File: src/rtl/cw305_reg_master_pkg.sv
// rtl/cw305_reg_master_pkg.sv - shared types and constants for the CW305 register-bus master
package cw305_reg_master_pkg;

  typedef enum logic [2:0] {
    ST_IDLE,
    ST_WRITE,
    ST_RREQ,
    ST_RWAIT,
    ST_RHOLD,
    ST_GAP
  } state_e;

  localparam int READ_LAT_MIN = 1;
  localparam int READ_LAT_MAX = 3;
  localparam int LAT_CNT_W    = 2;

  localparam int STAT_BYTES_W = 32;
  localparam int STAT_CMDS_W  = 16;

endpackage

File: src/rtl/cw305_reg_master_if.sv
// rtl/cw305_reg_master_if.sv - command, byte-stream and register-bus signals of the CW305 bus master
interface cw305_reg_master_if #(
  parameter int pADDR_WIDTH   = 21,
  parameter int pBYTECNT_SIZE = 8
);
  localparam int AW = pADDR_WIDTH - pBYTECNT_SIZE;

  logic                     cmd_valid;
  logic                     cmd_ready;
  logic                     cmd_write;
  logic [AW-1:0]            cmd_addr;
  logic [pBYTECNT_SIZE-1:0] cmd_len;

  logic                     wdata_valid;
  logic [7:0]               wdata;
  logic                     wdata_ready;

  logic                     rdata_valid;
  logic [7:0]               rdata;
  logic                     rdata_ready;

  logic                     busy;

  logic [AW-1:0]            reg_address;
  logic [pBYTECNT_SIZE-1:0] reg_bytecnt;
  logic                     reg_addrvalid;
  logic                     reg_write;
  logic [7:0]               write_data;
  logic                     reg_read;
  logic [7:0]               read_data;

  modport master (
    input  cmd_valid, cmd_write, cmd_addr, cmd_len,
    output cmd_ready,
    input  wdata_valid, wdata,
    output wdata_ready,
    output rdata_valid, rdata,
    input  rdata_ready,
    output busy,
    output reg_address, reg_bytecnt, reg_addrvalid, reg_write, write_data, reg_read,
    input  read_data
  );

  modport slave (
    output cmd_valid, cmd_write, cmd_addr, cmd_len,
    input  cmd_ready,
    output wdata_valid, wdata,
    input  wdata_ready,
    input  rdata_valid, rdata,
    output rdata_ready,
    input  busy,
    input  reg_address, reg_bytecnt, reg_addrvalid, reg_write, write_data, reg_read,
    output read_data
  );

endinterface

File: src/rtl/cw305_reg_master_rbuf.sv
// rtl/cw305_reg_master_rbuf.sv - single-entry read-byte holding buffer with valid/ready output
module cw305_reg_master_rbuf (
  input  logic       clk,
  input  logic       rst,
  input  logic       load,
  input  logic [7:0] load_data,
  output logic       tvalid,
  output logic [7:0] tdata,
  input  logic       tready
);

  logic       valid_q, valid_d;
  logic [7:0] data_q, data_d;

  always_comb begin
    valid_d = valid_q;
    data_d  = data_q;
    if (valid_q && tready) valid_d = 1'b0;
    if (load) begin
      valid_d = 1'b1;
      data_d  = load_data;
    end
  end

  always_ff @(posedge clk or posedge rst) begin
    if (rst) begin
      valid_q <= 1'b0;
      data_q  <= 8'h00;
    end else begin
      valid_q <= valid_d;
      data_q  <= data_d;
    end
  end

  assign tvalid = valid_q;
  assign tdata  = data_q;

endmodule

File: src/rtl/cw305_reg_master.sv
// rtl/cw305_reg_master.sv - CW305 byte-serial register-bus initiator; CW_REG_MASTER_STATS_EN adds
// saturating traffic counters
module cw305_reg_master
  import cw305_reg_master_pkg::*;
#(
  parameter int pADDR_WIDTH   = 21,
  parameter int pBYTECNT_SIZE = 8,
  parameter int pREAD_LATENCY = 1
) (
  input  logic                    usb_clk,
  input  logic                    reset_i,
`ifdef CW_REG_MASTER_STATS_EN
  input  logic                    stat_clear,
  output logic [STAT_BYTES_W-1:0] stat_wr_bytes,
  output logic [STAT_BYTES_W-1:0] stat_rd_bytes,
  output logic [STAT_CMDS_W-1:0]  stat_cmds,
`endif
  cw305_reg_master_if.master      bus
);

  localparam int AW  = pADDR_WIDTH - pBYTECNT_SIZE;
  localparam int LAT = (pREAD_LATENCY < READ_LAT_MIN) ? READ_LAT_MIN :
                       (pREAD_LATENCY > READ_LAT_MAX) ? READ_LAT_MAX : pREAD_LATENCY;
  localparam logic [LAT_CNT_W-1:0] LAT_LAST = LAT_CNT_W'(LAT - 1);

  state_e                   state_q, state_d;
  logic [AW-1:0]            addr_q, addr_d;
  logic [pBYTECNT_SIZE-1:0] len_q, len_d;
  logic [pBYTECNT_SIZE-1:0] idx_q, idx_d;
  logic                     av_q, av_d;
  logic [LAT_CNT_W-1:0]     lat_q, lat_d;

  logic cmd_ready, wdata_ready, reg_write, reg_read, busy;
  logic rbuf_load, rdata_valid, rd_hs, cmd_acc;

  assign rd_hs   = rdata_valid & bus.rdata_ready;
  assign cmd_acc = cmd_ready & bus.cmd_valid;

  always_comb begin
    state_d     = state_q;
    addr_d      = addr_q;
    len_d       = len_q;
    idx_d       = idx_q;
    av_d        = av_q;
    lat_d       = lat_q;
    cmd_ready   = 1'b0;
    wdata_ready = 1'b0;
    reg_write   = 1'b0;
    reg_read    = 1'b0;
    rbuf_load   = 1'b0;
    busy        = 1'b1;
    case (state_q)
      ST_IDLE: begin
        busy      = 1'b0;
        cmd_ready = 1'b1;
        if (bus.cmd_valid) begin
          addr_d  = bus.cmd_addr;
          len_d   = bus.cmd_len;
          idx_d   = '0;
          av_d    = 1'b1;
          state_d = bus.cmd_write ? ST_WRITE : ST_RREQ;
        end
      end
      ST_WRITE: begin
        wdata_ready = 1'b1;
        if (bus.wdata_valid) begin
          reg_write = 1'b1;
          if (idx_q == len_q) begin
            av_d    = 1'b0;
            state_d = ST_GAP;
          end else begin
            idx_d = idx_q + 1'b1;
          end
        end
      end
      ST_RREQ: begin
        reg_read = 1'b1;
        lat_d    = '0;
        state_d  = ST_RWAIT;
      end
      ST_RWAIT: begin
        if (lat_q == LAT_LAST) begin
          rbuf_load = 1'b1;
          state_d   = ST_RHOLD;
        end else begin
          lat_d = lat_q + 1'b1;
        end
      end
      ST_RHOLD: begin
        // Next reg_read waits for the held byte to drain, so the buffer never overruns.
        if (rd_hs) begin
          if (idx_q == len_q) begin
            av_d    = 1'b0;
            state_d = ST_GAP;
          end else begin
            idx_d   = idx_q + 1'b1;
            state_d = ST_RREQ;
          end
        end
      end
      ST_GAP: begin
        state_d = ST_IDLE;
      end
      default: begin
        av_d    = 1'b0;
        state_d = ST_IDLE;
      end
    endcase
  end

  always_ff @(posedge usb_clk or posedge reset_i) begin
    if (reset_i) begin
      state_q <= ST_IDLE;
      addr_q  <= '0;
      len_q   <= '0;
      idx_q   <= '0;
      av_q    <= 1'b0;
      lat_q   <= '0;
    end else begin
      state_q <= state_d;
      addr_q  <= addr_d;
      len_q   <= len_d;
      idx_q   <= idx_d;
      av_q    <= av_d;
      lat_q   <= lat_d;
    end
  end

  cw305_reg_master_rbuf u_rbuf (
    .clk       (usb_clk),
    .rst       (reset_i),
    .load      (rbuf_load),
    .load_data (bus.read_data),
    .tvalid    (rdata_valid),
    .tdata     (bus.rdata),
    .tready    (bus.rdata_ready)
  );

  assign bus.cmd_ready     = cmd_ready;
  assign bus.wdata_ready   = wdata_ready;
  assign bus.rdata_valid   = rdata_valid;
  assign bus.busy          = busy;
  assign bus.reg_address   = addr_q;
  assign bus.reg_bytecnt   = idx_q;
  assign bus.reg_addrvalid = av_q;
  assign bus.reg_write     = reg_write;
  assign bus.write_data    = reg_write ? bus.wdata : 8'h00;
  assign bus.reg_read      = reg_read;

`ifdef CW_REG_MASTER_STATS_EN
  logic [STAT_BYTES_W-1:0] wr_cnt_q, wr_cnt_d, rd_cnt_q, rd_cnt_d;
  logic [STAT_CMDS_W-1:0]  cmd_cnt_q, cmd_cnt_d;

  always_comb begin
    wr_cnt_d  = wr_cnt_q;
    rd_cnt_d  = rd_cnt_q;
    cmd_cnt_d = cmd_cnt_q;
    if (stat_clear) begin
      wr_cnt_d  = '0;
      rd_cnt_d  = '0;
      cmd_cnt_d = '0;
    end else begin
      if (reg_write && (wr_cnt_q != '1)) wr_cnt_d  = wr_cnt_q + 1'b1;
      if (rd_hs && (rd_cnt_q != '1))     rd_cnt_d  = rd_cnt_q + 1'b1;
      if (cmd_acc && (cmd_cnt_q != '1))  cmd_cnt_d = cmd_cnt_q + 1'b1;
    end
  end

  always_ff @(posedge usb_clk or posedge reset_i) begin
    if (reset_i) begin
      wr_cnt_q  <= '0;
      rd_cnt_q  <= '0;
      cmd_cnt_q <= '0;
    end else begin
      wr_cnt_q  <= wr_cnt_d;
      rd_cnt_q  <= rd_cnt_d;
      cmd_cnt_q <= cmd_cnt_d;
    end
  end

  assign stat_wr_bytes = wr_cnt_q;
  assign stat_rd_bytes = rd_cnt_q;
  assign stat_cmds     = cmd_cnt_q;
`endif

endmodule
File: src/flat_wrapper.sv
// flat-port wrapper written by rule: the top's interface ports become plain ports
module cw305_reg_master_flat import cw305_reg_master_pkg::*;
#(
  parameter int pADDR_WIDTH   = 21,
  parameter int pBYTECNT_SIZE = 8,
  parameter int pREAD_LATENCY = 1
)
  (usb_clk, reset_i, bus_cmd_valid, bus_cmd_write, bus_cmd_addr, bus_cmd_len, bus_cmd_ready, bus_wdata_valid, bus_wdata, bus_wdata_ready, bus_rdata_valid, bus_rdata, bus_rdata_ready, bus_busy, bus_reg_address, bus_reg_bytecnt, bus_reg_addrvalid, bus_reg_write, bus_write_data, bus_reg_read, bus_read_data);
  cw305_reg_master_if #(.pADDR_WIDTH(pADDR_WIDTH), .pBYTECNT_SIZE(pBYTECNT_SIZE)) bus_i ();
  input  logic usb_clk;
  input  logic reset_i;
  input wire logic [$bits(bus_i.cmd_valid)-1:0] bus_cmd_valid;
  input wire logic [$bits(bus_i.cmd_write)-1:0] bus_cmd_write;
  input wire logic [$bits(bus_i.cmd_addr)-1:0] bus_cmd_addr;
  input wire logic [$bits(bus_i.cmd_len)-1:0] bus_cmd_len;
  output wire logic [$bits(bus_i.cmd_ready)-1:0] bus_cmd_ready;
  input wire logic [$bits(bus_i.wdata_valid)-1:0] bus_wdata_valid;
  input wire logic [$bits(bus_i.wdata)-1:0] bus_wdata;
  output wire logic [$bits(bus_i.wdata_ready)-1:0] bus_wdata_ready;
  output wire logic [$bits(bus_i.rdata_valid)-1:0] bus_rdata_valid;
  output wire logic [$bits(bus_i.rdata)-1:0] bus_rdata;
  input wire logic [$bits(bus_i.rdata_ready)-1:0] bus_rdata_ready;
  output wire logic [$bits(bus_i.busy)-1:0] bus_busy;
  output wire logic [$bits(bus_i.reg_address)-1:0] bus_reg_address;
  output wire logic [$bits(bus_i.reg_bytecnt)-1:0] bus_reg_bytecnt;
  output wire logic [$bits(bus_i.reg_addrvalid)-1:0] bus_reg_addrvalid;
  output wire logic [$bits(bus_i.reg_write)-1:0] bus_reg_write;
  output wire logic [$bits(bus_i.write_data)-1:0] bus_write_data;
  output wire logic [$bits(bus_i.reg_read)-1:0] bus_reg_read;
  input wire logic [$bits(bus_i.read_data)-1:0] bus_read_data;
  assign bus_i.cmd_valid = bus_cmd_valid;
  assign bus_i.cmd_write = bus_cmd_write;
  assign bus_i.cmd_addr = bus_cmd_addr;
  assign bus_i.cmd_len = bus_cmd_len;
  assign bus_cmd_ready = bus_i.cmd_ready;
  assign bus_i.wdata_valid = bus_wdata_valid;
  assign bus_i.wdata = bus_wdata;
  assign bus_wdata_ready = bus_i.wdata_ready;
  assign bus_rdata_valid = bus_i.rdata_valid;
  assign bus_rdata = bus_i.rdata;
  assign bus_i.rdata_ready = bus_rdata_ready;
  assign bus_busy = bus_i.busy;
  assign bus_reg_address = bus_i.reg_address;
  assign bus_reg_bytecnt = bus_i.reg_bytecnt;
  assign bus_reg_addrvalid = bus_i.reg_addrvalid;
  assign bus_reg_write = bus_i.reg_write;
  assign bus_write_data = bus_i.write_data;
  assign bus_reg_read = bus_i.reg_read;
  assign bus_i.read_data = bus_read_data;
  cw305_reg_master #(.pADDR_WIDTH(pADDR_WIDTH), .pBYTECNT_SIZE(pBYTECNT_SIZE), .pREAD_LATENCY(pREAD_LATENCY)) u_core (.usb_clk(usb_clk), .reset_i(reset_i), .bus(bus_i));
endmodule
File: config.mk
export PLATFORM = sky130hd
export DESIGN_NAME = cw305_reg_master_flat
export DESIGN_NICKNAME = d
export VERILOG_FILES = /design/src/rtl/cw305_reg_master_pkg.sv /design/src/rtl/cw305_reg_master_if.sv /design/src/rtl/cw305_reg_master_rbuf.sv /design/src/rtl/cw305_reg_master.sv /design/src/flat_wrapper.sv
export SDC_FILE = /design/constraint.sdc
export NUM_CORES = 1
export LEC_CHECK = 0
export CELL_PAD_IN_SITES_DETAIL_PLACEMENT = 1
export CELL_PAD_IN_SITES_GLOBAL_PLACEMENT = 1
export CORE_UTILIZATION = 33
export CTS_CLUSTER_DIAMETER = 60
export CTS_CLUSTER_SIZE = 24
export DETAILED_ROUTE_END_ITERATION = 12
export HOLD_SLACK_MARGIN = 0.1
export PLACE_DENSITY_LB_ADDON = 0.1
export SLEW_MARGIN = 30
export SYNTH_ARGS = -nofsm -noshare
export SYNTH_HDL_FRONTEND = slang
export SYNTH_HIERARCHICAL = 1
export SYNTH_SLANG_ARGS = --single-unit
File: constraint.sdc
create_clock -name usb_clk -period 2.2 [get_ports usb_clk]
set_clock_uncertainty 0.1 [all_clocks]
set_input_delay 0.22 -clock usb_clk [delete_from_list [all_inputs] [get_ports usb_clk]]
set_output_delay 0.22 -clock usb_clk [all_outputs]
set_load 0.03 [all_outputs]
* Word-level counts from Yosys, hierarchy flattened
Cells that the tools add are included.
Operators by class: multiplexer cells 31, bitwise gates (word level) 2, shifts and indexed selects 0, reductions and logical operators 12, equal/unequal tests 12, add/subtract/negate cells 2, div/mod/pow operators 0, $mul 0, magnitude comparators 0
Operators by type and width (count):
- two-way mux 8 bit | 5
- one-hot mux 8 bit (3 select lines) | 1
- two-way mux 3 bit | 6
- one-hot mux 3 bit (5 select lines) | 1
- two-way mux 1 bit | 14
- adder 8 x 1 -> 8 bit (second input constant) | 1
- == test 8 bit | 1
- AND reduction 4 bit | 2
- == test 3 x 2 -> 1 bit (second input constant) | 2
- == test 3 bit (second input constant) | 2
- != test 2 x 1 -> 1 bit (second input constant) | 3
- != test 2 bit (second input constant) | 3
- AND reduction 5 bit | 1
- two-way mux 2 bit | 2
- one-hot mux 1 bit (4 select lines) | 1
- one-hot mux 2 bit (2 select lines) | 1
- AND reduction 2 bit | 2
- nonzero test 2 bit | 2
- == test 3 x 1 -> 1 bit (second input constant) | 1
- zero test 3 bit | 1
- nonzero test 3 bit | 1
- OR reduction 3 bit | 1
- adder 2 x 1 -> 2 bit (second input constant) | 1
- zero test 2 bit | 1
- 3 further kinds | 3
Storage, ports and cells: ROM bits 0, bits in writable memories 0, register bits 44, output and inout bits 44, bits in latches 0, logic and storage cells 67, bits of input ports 43, memories 0

* Depth between registers and ports, before layout
Gate-level depths: netlist of run 1.
depth after elaboration 4, gate-level depth with buffers 7

* Cells and area by module
Netlist of run 1, hierarchy kept.
Modules (own cells, without submodules):
- cw305_reg_master | cells an instance 216, area an instance 1931.9 um2, times used 1
- cw305_reg_master_rbuf | cells an instance 21, area an instance 372.9 um2, times used 1

* Worst setup path before layout of run 1
No wires, ideal clock.
kind register -> register, start register u_core.state_q[2], end register u_core.av_q, in the netlist u_core/bus.reg_addrvalid, data arrival time 2.098 ns, slack -0.136 ns, data required time 1.962 ns, cell stages (with the launch flop) 6, path through dfrtp_1 -> buf_4 -> nor3_1 -> inv_1 -> nand3_1 -> o221ai_1
On the way: word-level cells in the longest chain between the ends 4
RTL lines:
- from (decl) | line cw305_reg_master.sv:26 | state_e state_q, state_d;
- from (signal assigned) | line cw305_reg_master.sv:120 | state_q <= state_d;
- == test 3 bit or == test 3 x 2 -> 1 bit (tied branches) | line cw305_reg_master.sv:52 | case (state_q)
- OR reduction 3 bit (no source line)
- NOT 1 bit (no source line)
- AND reduction 4 bit (no source line)
- to (signal assigned) | line cw305_reg_master.sv:124 | av_q <= av_d;
- to (decl) | line cw305_reg_master.sv:30 | logic av_q, av_d;
Several ways; a longest one is shown, not always the timed one. A chain may end at the register's enable or synchronous reset.

* Worst setup path after layout of run 1
start register u_core.state_q[2], end output bus_wdata_ready
On the way: word-level cells in the longest chain between the ends 2
RTL lines:
- == test 3 x 1 -> 1 bit | line cw305_reg_master.sv:52
- two-way mux 1 bit | line cw305_reg_master.sv:52
- to (decl) | line flat_wrapper.sv:19 | output wire logic [$bits(bus_i.wdata_ready)-1:0] bus_wdata_ready;
Every way passes these cells.

==> out/results.ini, run 1 <==
[yosys]
ys.flop_type=dfrtp_1
ys_ff_latch=44
synth_nets=282
synthAdderAreaFrac_pct=1.086
synth_simple_gate_area_share_pct=26.76
netlist_instances=237
ys_types=44
ys_seq_area_share_pct=47.77
synth_top_family_by_area=simple AND/OR/NAND/NOR gates
yosysMostFrequentCell=nand2_1
yosysTopAreaCellShare_pct=47.77
synth-compound-area-share_pct=10.64
async_flop_share_pct=100.0
syn_avg_cell_area_um2=9.725
synth_warnings=6
syn_area_mm2=0.002305
synthTopCellsByArea=dfrtp_1, nand2_1, mux2_4
yosysTopAreaCell=dfrtp_1
synth_enable_flop_cells=0
synth_xor_area_share_pct=3.040
synth_common_cells=nand2_1, dfrtp_1, inv_1
synthMuxAreaShare_pct=6.949

[hold_path]
hp-class=in2reg

[timing]
whs_ns=0.3475
finalHoldViolations=0
slew-limit-headroom_pct=71.78
post-route-period-util_pct=97.77
fmax_ghz=0.4649
finalSetupTns_ns=0
final_max_slew_viol_count=0
setup_viol=0
period_minus_slack_ns=2.151
worstMarginPinSlew_ns=0.4232

[critical_path]
cp_max_fo=9
arrival_ns=1.83
startpoint_type=register
required_ns=1.88
cp-end-kind=primary output
crit_type=reg2out

[global_routing]
grt_pass1_vias=2092
grt_usage_pct=18.28
grt_overflow=0
grt_pass1_wl_um=10510
antenna_found_initial=0
grt_max_degree=33

[floorplanning]
die_w_um=85.57
rows=30
die_y_um=85.57
ios=87
die-area_mm2=0.007322
initial_core_util_pct=34.11
core-area_mm2=0.006756

[clock_tree]
clk_latency_ns=0.29
clock_path_buffers=2
cts_inserted_buffers=5
postCtsSetupRepairBufs=0
htreeDepth=2
cts_root_buffer=clkbuf_8
clkTransAtPathRegs_ns=0.09
cts_sinks=44
cts_tree=built

[route]
ant_nets=0
wl_per_cell_um=15.08
first_pass_iters=4
via_count=2003
drt-total-wl_um=6260
drt_iter0_markers=86
route.detailed.drc=0
via_per_inst=4.827

[power]
ir_drop_mv=0.5161
p_total_mw=4.145
power_leakage_nw=1.578
power_density_mw_per_mm2=1218

[outcome]
status=finished, final reports clean

[run]
max_cap_violations=0

[final_layout]
antenna_cells=0
utilization_pct=50.35
n_fill_cell=779
area_growth_pct=47.61
regArea_mm2=0.001102
final_area_mm2=0.003402
nNetsFinal=379
multiInputGateArea_mm2=0.001136
final_layout_size_suffix_gt1_share_pct=15.82

[placed_design]
place_area_mm2=0.003278
hpwl_um=4635
place_congestion=0.7955
port_buffers=86

[registers in the layout, summed over array words and instances (netlist names)]
name,count
u_core/bus.reg_address,13
u_core/bus.reg_addrvalid,1
u_core/bus.reg_bytecnt,8
u_core/lat_q,2
u_core/len_q,8
u_core/state_q,3
u_core/u_rbuf/tdata,8
u_core/u_rbuf/tvalid,1
[path summary, 6_finish.rpt]
check                      cells past startpoint                 startpoint  slack, ns                          to
min                                            3           bus_cmd_addr[12]       0.35  u_core/bus.reg_address[12]
min reg2reg                                    2  u_core/bus.reg_address[6]       0.38   u_core/bus.reg_address[6]
max reg2reg                                    7          u_core/state_q[1]       0.24           u_core/state_q[1]
min in group asynchronous                      3                    reset_i       0.61             u_core/lat_q[0]
max                                            3          u_core/state_q[2]       0.05             bus_wdata_ready
max in group asynchronous                      4                    reset_i       0.76   u_core/bus.reg_address[8]
[report_power, final]
part           internal, mW  leakage, nW  switching [mW]  total [mW]
clock                 0.255       0.0434           0.285       0.540
sequential             1.14        0.537           0.254        1.39
combinational         0.990        0.998            1.22        2.21
total                  2.38         1.58            1.76        4.15
[kinds of logic (layout without fill, tap and decap cells)]
family,Yosys count,in the layout
AND/OR/NAND/NOR,125,125
flip-flops,44,44
AO/OA/AOI/OAI,29,29
buffers and inverters,17,115
multiplexers,12,12
XOR/XNOR,8,8
adder cells (fa/ha/maj),2,2
[placed cells by master, fill, tap and decap left out, types with 4 or more instances in the layout]
master / n
nand2_1: 76
nor2_1: 7
nor3_1: 4
mux2_4: 8
nand3_1: 5
inv_1: 9
and2_1: 8
mux2i_1: 4
and3_1: 8
buf_4: 20
dfrtp_1: 43
clkbuf_8: 6
xor2_1: 8
nand2b_1: 4
a21oi_1: 6
clkdlybuf4s50_1: 75
[through the flow]
stage / worst slack, ns / cells
5_1_grt: -0.01740 / 415
4_1_cts: -0.006509 / 415
3_5_place_dp: 0.2418 / 406
2_1_floorplan: 0.09793 / 237
3_3_place_gp: 0.2803 / 406
6_report: 0.04912 / 415
[final cells by class]
type	count	area share, %
multi-input cells	176	33.39
repair buffers	98	27.40
clock buffers	6	2.427
clock inverters	2	0.4413
inverters	9	0.9930
well taps	80	2.942
flip-flops and latches	44	32.40
[per-layer routing]
metal,vias to the layer above,track usage (%),part of all wire [%]
met1,966,25.31,47
li1,981,-,-
met2,52,29.16,47
met3,4,4.139,5.3
met5,-,0,0
met4,0,4.545,0.65
[worst max-delay path, cell delays in order (launching register included)]
cell and delay, ns:
dfrtp_1 0.50, nand2b_4 0.24, nor2_1 0.13, clkdlybuf4s50_1 0.68
[repair_timing]
action | CTS | global route
gates resized for setup | 2 | 4
endpoints found under the setup margin | 10 | 5
gates cloned | 0 | 0
hold buffers | 1 | 0
hold endpoints to repair | 3 | 0
Note: power is estimated with default switching activity, not from simulation.
==> inputs of run 2 (changes only) <==
--- a/config.mk
+++ b/config.mk
@@ -9,10 +9,11 @@
 export CELL_PAD_IN_SITES_GLOBAL_PLACEMENT = 1
 export CORE_UTILIZATION = 33
 export CTS_CLUSTER_DIAMETER = 60
-export CTS_CLUSTER_SIZE = 24
+export CTS_CLUSTER_SIZE = 16
 export DETAILED_ROUTE_END_ITERATION = 12
 export HOLD_SLACK_MARGIN = 0.1
 export PLACE_DENSITY_LB_ADDON = 0.1
+export SKIP_LAST_GASP = 1
 export SLEW_MARGIN = 30
 export SYNTH_ARGS = -nofsm -noshare
 export SYNTH_HDL_FRONTEND = slang
==> out/results.ini, run 2 (synthesis results as in run 1) <==
[outcome]
status=finished, final reports clean  ; unchanged

[critical_path]
cp-end-kind=primary output  ; unchanged
crit_type=reg2out  ; unchanged
path_cells=nor3_2 > inv_1 > clkdlybuf4s50_1  ; was nand2b_4 > nor2_1 > clkdlybuf4s50_1
slowest_stage=clkdlybuf4s50_1  ; unchanged
crit_start=u_core/state_q[2]  ; unchanged
arrival_ns=1.83  ; about the same
startpoint_type=register  ; unchanged
cp_max_fo=9  ; unchanged
rrSetupSlack_ns=0.27  ; was 0.24 ns
timing.rr.start=u_core/state_q[1]  ; unchanged
crit_path_max_incr_delay_ns=0.61  ; was 0.68 ns
required_ns=1.88  ; about the same

[hold_path]
hp-class=in2reg  ; unchanged
worstHoldStart=bus_cmd_addr[12]  ; unchanged

[power]
switching_share_pct=42.44  ; was 42.48%
seq_power_share_pct=33.6  ; about the same
ir_drop_mv=0.5159  ; was 0.5161 mV
power.switching_mw=1.758  ; was 1.761 mW
power_density_mw_per_mm2=1220  ; was 1218 mW/mm^2
power_frac_clock_pct=13.0  ; about the same
power_leakage_nw=1.584  ; was 1.578 nW
pwr-share-comb_pct=53.4  ; about the same
intPower_mw=2.384  ; about the same

[clock_tree]
clock_path_buffers=2  ; unchanged
cts_sinks=44  ; unchanged
cts_inserted_buffers=5  ; unchanged
clkTransAtPathRegs_ns=0.09  ; about the same
cts_tree=built  ; unchanged
clk_latency_ns=0.29  ; about the same
htreeDepth=2  ; unchanged
cts_root_buffer=clkbuf_8  ; unchanged

[timing]
post-route-period-util_pct=97.85  ; was 97.77%
finalSetupTns_ns=0  ; unchanged
finalHoldViolations=0  ; unchanged
fmax_ghz=0.4645  ; was 0.4649 GHz
slew-limit-headroom_pct=71.78  ; unchanged
setup_viol=0  ; unchanged
period_minus_slack_ns=2.153  ; was 2.151 ns
worst_slack_ns=0.04735  ; was 0.04912 ns
final_max_slew_viol_count=0  ; unchanged
rsz0062_at_grt=true
worstMarginPinSlew_ns=0.4232  ; about the same

[placed_design]
port_buffers=86  ; unchanged
place_inst=406  ; unchanged
hpwl_um=4635  ; unchanged
place_congestion=0.7955  ; unchanged
post-place-ws_ns=0.2418  ; unchanged

[final_layout]
instances_no_fill=415  ; unchanged
final_common_cell=nand2_1  ; unchanged
nNetsFinal=379  ; unchanged
most-common-layout-cells=nand2_1, clkdlybuf4s50_1, dfrtp_1  ; unchanged
final_layout_size_suffix_gt1_share_pct=15.82  ; unchanged
multiInputGateArea_mm2=0.001130  ; was 0.001136 mm^2
antenna_cells=0  ; unchanged
largest_reg_flops=13  ; unchanged
n_fill_cell=778  ; was 779
area_growth_pct=47.34  ; was 47.61%
regArea_mm2=0.001102  ; unchanged

[floorplanning]
die_w_um=85.57  ; unchanged
rows=30  ; unchanged
die_y_um=85.57  ; unchanged
core-area_mm2=0.006756  ; unchanged
initial_core_util_pct=34.11  ; unchanged
ios=87  ; unchanged
die-area_mm2=0.007322  ; unchanged

[global_routing]
antenna_found_initial=0  ; unchanged
grt_pass1_wl_um=10510  ; unchanged
grt_max_degree=33  ; unchanged
grt_pass1_vias=2092  ; unchanged
grt_overflow=0  ; unchanged
grt_usage_pct=18.28  ; unchanged

[route]
drt_iter0_markers=97  ; was 86
via_count=2005  ; was 2003
route.detailed.drc=0  ; unchanged
wl_per_cell_um=15.00  ; was 15.08 um
drt-total-wl_um=6225  ; was 6260 um
first_pass_iters=4  ; unchanged
via_per_inst=4.831  ; was 4.827
ant_nets=0  ; unchanged

[run]
max_cap_violations=0  ; unchanged

## run 2: cell count changes in the layout (fill, tap and decap cells not counted)
cell	previous run	this run
nor3_2	0	1
nor3_4	2	1
## run 2: path summary, 6_finish.rpt
kind | end | depth (start not counted)
worst max-delay path | bus_busy | 3
worst min-delay path | u_core/bus.reg_address[12] | 3
worst max register to register | u_core/state_q[1] | 7
worst min register to register | u_core/bus.reg_address[6] | 2
max in group asynchronous | u_core/bus.reg_address[8] | 4
min in group asynchronous | u_core/lat_q[0] | 3
## run 2: critical path: cells and delay by family, from the launching register on
kind	cells	cell delay, ns
flip-flops	1	0.48
buffers and inverters	2	0.73
AND/OR/NAND/NOR	1	0.34
## run 2: layer usage
layer / vias up / share of wire, % / track usage [%]
met5: - / 0 / 0
met4: 0 / 0.66 / 4.545
met3: 4 / 5.3 / 4.139
met2: 52 / 47 / 29.16
met1: 969 / 47 / 25.31
li1: 980 / - / -
## run 2: per-stage QoR
| step | hold WS [ns] | instance area [um^2] | power [mW] | utilization (%) |
|---|---|---|---|---|
| after floorplan | -0.05208 | 2310 | 2.719 | - |
| after global placement | 0.3378 | 3278 | 3.585 | 48.52 |
| after detailed placement | 0.3530 | 3278 | 3.619 | 48.52 |
| after CTS | 0.3389 | 3387 | 4.193 | 50.13 |
| after global routing | 0.3460 | 3396 | 4.435 | 50.26 |
| final | 0.3475 | 3396 | 4.141 | 50.26 |
## run 2: what timing repair did
item,4_1_cts,5_1_grt
hold buffers,1,0
endpoints found under the setup margin,10,5
setup buffers,0,0
hold endpoints to repair,3,0
resized for setup,2,3
cloned,0,0
## run 2: area by class of cell
class | instances | area share, %
Sequential cell | 44 | 32.46
Tap cell | 80 | 2.948
Timing Repair Buffer | 98 | 27.45
Clock buffer | 6 | 2.432
Inverter | 9 | 0.9948
Multi-Input combinational cell | 176 | 33.27
Clock inverter | 2 | 0.4422
## run 2: power by group through the flow
stage,combinational [mW],clock (mW),sequential (mW)
5_1_grt,2.39,0.602,1.44
4_1_cts,2.23,0.566,1.40
6_report,2.21,0.539,1.39
3_3_place_gp,2.19,0,1.40
2_1_floorplan,0.832,0,1.89
3_5_place_dp,2.21,0,1.41
